==> config.mk <==
export PLATFORM = sky130hd
export DESIGN_NAME = fft_input_loader
export DESIGN_NICKNAME = d
export VERILOG_FILES = /design/src/rtl/fft_loader_pkg.sv /design/src/rtl/fft_bitrev.sv /design/src/rtl/fft_input_loader.sv
export SDC_FILE = /design/constraint.sdc
export NUM_CORES = 1
export LEC_CHECK = 0
export ABC_AREA = 1
export BUFFER_PORTS_ARGS = -buffer_cell sky130_fd_sc_hd__buf_2
export CAP_MARGIN = 20
export CORE_MARGIN = 8
export CORE_UTILIZATION = 45
export CTS_BUF_LIST = sky130_fd_sc_hd__clkbuf_2
export CTS_CLUSTER_DIAMETER = 30
export DETAILED_ROUTE_END_ITERATION = 8
export PLACE_DENSITY_LB_ADDON = 0.15
export SKIP_LAST_GASP = 1
export SLEW_MARGIN = 10
export SYNTH_ARGS = -nofsm -noshare
export SYNTH_HDL_FRONTEND = slang
export SYNTH_HIERARCHICAL = 1
export SYNTH_SLANG_ARGS = --single-unit
==> constraint.sdc <==
create_clock -name clk_i -period 3.4 [get_ports clk_i]
set_input_delay 0.68 -clock clk_i [delete_from_list [all_inputs] [get_ports clk_i]]
set_output_delay 0.68 -clock clk_i [all_outputs]
set_load 0.01 [all_outputs]
==> src/rtl/fft_loader_pkg.sv <==
// fft_loader_pkg: shared types and constants for the FFT input loader.
//   loader_state_t : loader FSM encoding, also visible on status_o[1:0]
//   sample_t       : one input sample at the default width
//   ST_*           : bit positions of the fields packed into status_o
package fft_loader_pkg;

  localparam int DEFAULT_DATA_WIDTH = 8;

  typedef enum logic [1:0] {
    IDLE   = 2'b00,
    ACTIVE = 2'b01,
    DONE   = 2'b10,
    ERROR  = 2'b11
  } loader_state_t;

  typedef logic [DEFAULT_DATA_WIDTH-1:0] sample_t;

  // status_o layout: [1:0] state, [2] sticky error, [7:3] frame count
  localparam int ST_STATE_LSB = 0;
  localparam int ST_STATE_W   = 2;
  localparam int ST_ERR_BIT   = 2;
  localparam int ST_CNT_LSB   = 3;
  localparam int ST_CNT_W     = 5;

endpackage

==> src/rtl/fft_bitrev.sv <==
// fft_bitrev: purely combinational index reverser.
//   idx     : LOG2_N-bit natural index
//   rev_idx : the same index with its bit order mirrored
module fft_bitrev #(
  parameter int LOG2_N = 4
) (
  input  logic [LOG2_N-1:0] idx,
  output logic [LOG2_N-1:0] rev_idx
);

  always_comb begin
    rev_idx = '0;
    for (int b = 0; b < LOG2_N; b++) begin
      rev_idx[b] = idx[LOG2_N-1-b];
    end
  end

endmodule

==> src/rtl/fft_input_loader.sv <==
// fft_input_loader: input-reorder stage in front of the FFT datapath.
// Collects one frame of N = 2^LOG2_N samples, stores each at its
// bit-reversed index, then replays the frame in natural order.
//
// Ports:
//   clk_i, reset_n_i        clock, asynchronous active-low reset
//   start_i                 arm a frame load (IDLE only)
//   clear_i                 abort / clear sticky error (any state)
//   s_data_i/s_valid_i/s_last_i, s_ready_o   input sample stream
//   m_data_o/m_addr_o/m_valid_o, m_ready_i   reordered output stream
//   status_o                [1:0] state, [2] error, [7:3] frame count
//
// Handshake: a transfer happens on a rising edge where valid and ready are
// both high. valid never depends on ready; ready and valid are decoded from
// registered state only, so no input reaches an output combinationally.
// While m_valid_o is high and m_ready_i is low, m_data_o/m_addr_o hold.
module fft_input_loader
  import fft_loader_pkg::*;
#(
  parameter int DATA_WIDTH = 8,
  parameter int LOG2_N     = 4
) (
  input  logic                  clk_i,
  input  logic                  reset_n_i,
  input  logic                  start_i,
  input  logic                  clear_i,
  input  logic [DATA_WIDTH-1:0] s_data_i,
  input  logic                  s_valid_i,
  input  logic                  s_last_i,
  output logic                  s_ready_o,
  output logic [DATA_WIDTH-1:0] m_data_o,
  output logic [LOG2_N-1:0]     m_addr_o,
  output logic                  m_valid_o,
  input  logic                  m_ready_i,
  output logic [7:0]            status_o
);

  localparam int                N        = 1 << LOG2_N;
  localparam logic [LOG2_N-1:0] LAST_IDX = LOG2_N'(N - 1);
  localparam logic [LOG2_N-1:0] IDX_ONE  = LOG2_N'(1);

  loader_state_t         state_q, state_d;
  logic [LOG2_N-1:0]     wr_idx_q, rd_idx_q, wr_rev;
  logic                  err_q;
  logic [ST_CNT_W-1:0]   frame_cnt_q;
  logic [DATA_WIDTH-1:0] mem_q [N];
  logic                  in_xfer, out_xfer;

  assign in_xfer  = s_valid_i & (state_q == ACTIVE);
  assign out_xfer = m_ready_i & (state_q == DONE);

  fft_bitrev #(.LOG2_N(LOG2_N)) u_bitrev (
    .idx     (wr_idx_q),
    .rev_idx (wr_rev)
  );

  // State register
  always_ff @(posedge clk_i or negedge reset_n_i) begin
    if (!reset_n_i) state_q <= IDLE;
    else            state_q <= state_d;
  end

  // Next-state logic; clear_i overrides everything
  always_comb begin
    state_d = state_q;
    case (state_q)
      IDLE:   if (start_i) state_d = ACTIVE;
      ACTIVE: begin
        if (in_xfer) begin
          if (s_last_i && (wr_idx_q == LAST_IDX))     state_d = DONE;
          else if (s_last_i || (wr_idx_q == LAST_IDX)) state_d = ERROR;
        end
      end
      DONE:   if (out_xfer && (rd_idx_q == LAST_IDX)) state_d = IDLE;
      ERROR:  state_d = ERROR;
      default: state_d = IDLE;
    endcase
    if (clear_i) state_d = IDLE;
  end

  // Output decode from registered state and datapath registers only
  always_comb begin
    s_ready_o = 1'b0;
    m_valid_o = 1'b0;
    m_data_o  = '0;
    m_addr_o  = '0;
    case (state_q)
      ACTIVE: s_ready_o = 1'b1;
      DONE: begin
        m_valid_o = 1'b1;
        m_data_o  = mem_q[rd_idx_q];
        m_addr_o  = rd_idx_q;
      end
      default: ;
    endcase
    status_o = {frame_cnt_q, err_q, state_q};
  end

  // Datapath: indices, sticky error, frame counter, sample buffer
  always_ff @(posedge clk_i or negedge reset_n_i) begin
    if (!reset_n_i) begin
      wr_idx_q    <= '0;
      rd_idx_q    <= '0;
      err_q       <= 1'b0;
      frame_cnt_q <= '0;
      for (int i = 0; i < N; i++) mem_q[i] <= '0;
    end else if (clear_i) begin
      // Abort: buffer and frame count are deliberately kept
      wr_idx_q <= '0;
      rd_idx_q <= '0;
      err_q    <= 1'b0;
    end else begin
      if ((state_q == IDLE) && start_i) wr_idx_q <= '0;

      if (in_xfer) begin
        mem_q[wr_rev] <= s_data_i;
        wr_idx_q      <= wr_idx_q + IDX_ONE;
      end

      if ((state_q == ACTIVE) && (state_d == ERROR)) err_q <= 1'b1;
      if ((state_q == ACTIVE) && (state_d == DONE))  rd_idx_q <= '0;

      if (out_xfer) begin
        rd_idx_q <= rd_idx_q + IDX_ONE;
        if (rd_idx_q == LAST_IDX) frame_cnt_q <= frame_cnt_q + 5'd1;
      end
    end
  end

endmodule
==> results.md <==
- First-pass GRT wire length: 29.6 mm
- Share of layout cells above drive strength 1: 0.123
- Vias in the first global route: 5616
- Slew HR: 0.495
- Post-synth cell types: 31
- R2r endpoint: mem_q[126]
- Die Ht: 139 um
- Critical path data required time: 2720 ps
- IO Pins: 37
- Flop-to-flop setup slack: 1210 ps
- Placed cell count: 1022
- Hold WC Path Type: input port to flop
- PortBufs: 36
- Final Instance Area: 7420 um^2
- Clk_skew: 40.0 ps
- Clk slew on worst S/H paths: 200 ps
- WL per Instance: 17.1 um
- Setup-failing EPs final: 0
- Worst hold slack: 176 ps
- Gr usage total: 0.192
- GP Congestion: 0.864
- Leakage power: 3.53 nW
- CTS Buf Count: 17
- Clk_lat worst skew: 730 ps
- Total number of vias: 5693
- Most frequent cells in the layout: nand2_1, dfrtp_1, o21ai_0, nor2_1, o21ai_1
- Die Width: 139 um
- Total nets after synthesis: 861
- Crit path kind: flop to primary output
- Htree depth: 4
- Post-route setup slack: 159 ps
- Status: completed
- Peak Freq: 0.309 GHz
- Final Cycle Share: 0.953
- Post-Route WL: 18.0 mm
- Sw Pwr: 0.973 mW
- Post-placement setup slack: 727 ps
- Mapped cell area: 6860 um^2
- Post-DP Area: 7100 um^2
- Crit path max fanout: 29
- Initial DRC Count: 437
- Clock Power Share: 0.314
- Switching share of power: 0.284
- Via density: 5.39
- Post-route ant nets: 0
- Yosys reg bits: 144
- Initial core utilization: 0.456
- Rows: 45
- Post-synthesis sequential area ratio: 0.525
- DIE AREA: 19500 um^2
- Gate power share: 0.134
- DRC Markers: 0
- Synth warn: 6
- Final HPWL DP: 11.7 mm
- Min Tclk post-route: 3240 ps
- Reg2Reg Depth: 3
- Root buf cell: clkbuf_2
- Fillers: 1479
- Sink Count: 144
- DRT Pass-1 Iters: 7
- Worst vdd rail ir drop: 0.000217 V
- Internal: 2.45 mW
- Final core utilization: 0.493
- Power per cell area: 461 nW/um^2
- Initial antenna violation count: 1
- Endpoint type of the worst setup path: primary output
- Maxcap violations: 0
- Synth-to-Final Area Change: 8.13%
- Startpoint Class: flop
- Least-Margin Pin Slew: 757 ps
- Commonest non-fill, non-tap cell in the layout: nand2_1
- Nets: 873
- Pins Over Slew Limit: 0
- HP Start: clear_i
- Clock Path Buffers: 2
- Core Footprint: 15000 um^2
- Hold EP: state_q[0]
- CTS tree: done
- Finished Layout Cells: 1057
- Launch point of the worst reg-to-reg path: wr_idx_q[2]
- Grt total ovfl: 0
- Hold depth: 2
- Mapped Cells: 843
- Final Hold Violating Endpoints: 0
- Largest net degree at the start of global routing: 80
- CP arrival: 2560 ps
- Reg power frac: 0.551
- Syn avg cell area: 8.14 um^2
[critical path, cell delays in order (launching register included)]
cell        delay, ps
dfrtp_2           460
clkinvlp_4        270
buf_12            260
o21ai_0           260
nand3_1           160
nand3_1           160
a21oi_1           100
buf_2             160
[how the worst max path moves through the flow]
stage	endpoint	slack, ps	start	cells past startpoint
5_1_grt	m_data_o[3]	-20	rd_idx_q[0]	9
2_1_floorplan	m_data_o[4]	1250	rd_idx_q[1]	7
4_1_cts	m_data_o[0]	4	rd_idx_q[2]	5
6_report	m_data_o[3]	160	rd_idx_q[0]	7
3_5_place_dp	m_data_o[3]	730	rd_idx_q[1]	10
3_3_place_gp	m_data_o[3]	730	rd_idx_q[1]	10
[flip-flops by register name, summed over array words and instances (netlist names)]
signal / count
err_q: 1
mem_q: 128
rd_idx_q: 4
frame_cnt_q: 5
wr_idx_q: 4
state_q: 2
[metal layers]
metal,routed length (um),track usage,vias up,part of all wire
met5,0,0,-,0
met4,269,0.0520,0,0.015
met3,819,0.0455,22,0.045
met2,8580,0.314,140,0.48
met1,8360,0.250,2748,0.46
li1,-,-,2783,-
[synthesized netlist by cell type, drive strengths merged]
library cell  count  area, um^2
a32o              1        10.0
dfrtp           144        3600
clkbuf           32         120
inv              34         128
clkinv            3        11.3
o21bai            1        7.51
a21oi            12        60.1
nor2            136         518
nor3b             1        7.51
buf              21         140
o21ai           193         996
nor3              3        48.8
xor2              4        35.0
nand4             6        43.8
xnor2             2        17.5
nand3            32         183
ha                3        37.5
o211ai            9        67.6
nand2           206         826
[power groups by stage]
| stage | Clock, mW | Combinational [mW] | Sequential (mW) |
|---|---|---|---|
| after floorplan | 0 | 0.332 | 1.90 |
| after global placement | 0 | 0.443 | 1.92 |
| after detailed placement | 0 | 0.455 | 1.92 |
| after CTS | 1.10 | 0.458 | 1.89 |
| after global routing | 1.18 | 0.531 | 1.90 |
| final | 1.08 | 0.460 | 1.89 |
[cell families after synthesis]
logic type               after synthesis  share of synthesized area
buffers and inverters                 90                     0.0582
XOR/XNOR                               6                    0.00766
adder cells (fa/ha/maj)                3                    0.00547
AO/OA/AOI/OAI                        216                      0.166
AND/OR/NAND/NOR                      384                      0.237
flip-flops                           144                      0.525
[timing repair]
action                                  4_1_cts  5_1_grt
gates resized for setup                       2        8
hold endpoints to repair                     75        0
endpoints found under the setup margin        8        8
pin swaps                                     0        0
setup buffers                                 0        0
cloned                                        0        1
hold buffers                                  1        0
[stage by stage]
step | power (mW) | setup TNS (ps)
6_report | 3.42 | 0
3_5_place_dp | 2.37 | 0
2_1_floorplan | 2.23 | 0
5_1_grt | 3.61 | -32.0
4_1_cts | 3.45 | 0
3_3_place_gp | 2.36 | 0
[cell type report]
class / instances / area [um^2] / area share
diodes: 1 / 2.50 / 0.000337
clock buffers: 17 / 85.1 / 0.0115
clock inverters: 15 / 174 / 0.0234
inverters: 37 / 145 / 0.0196
multi-input cells: 609 / 2860 / 0.386
flip-flops and latches: 144 / 3610 / 0.486
well taps: 188 / 235 / 0.0317
repair buffers: 46 / 310 / 0.0418
No activity file was read; power rests on OpenSTA's default activity.
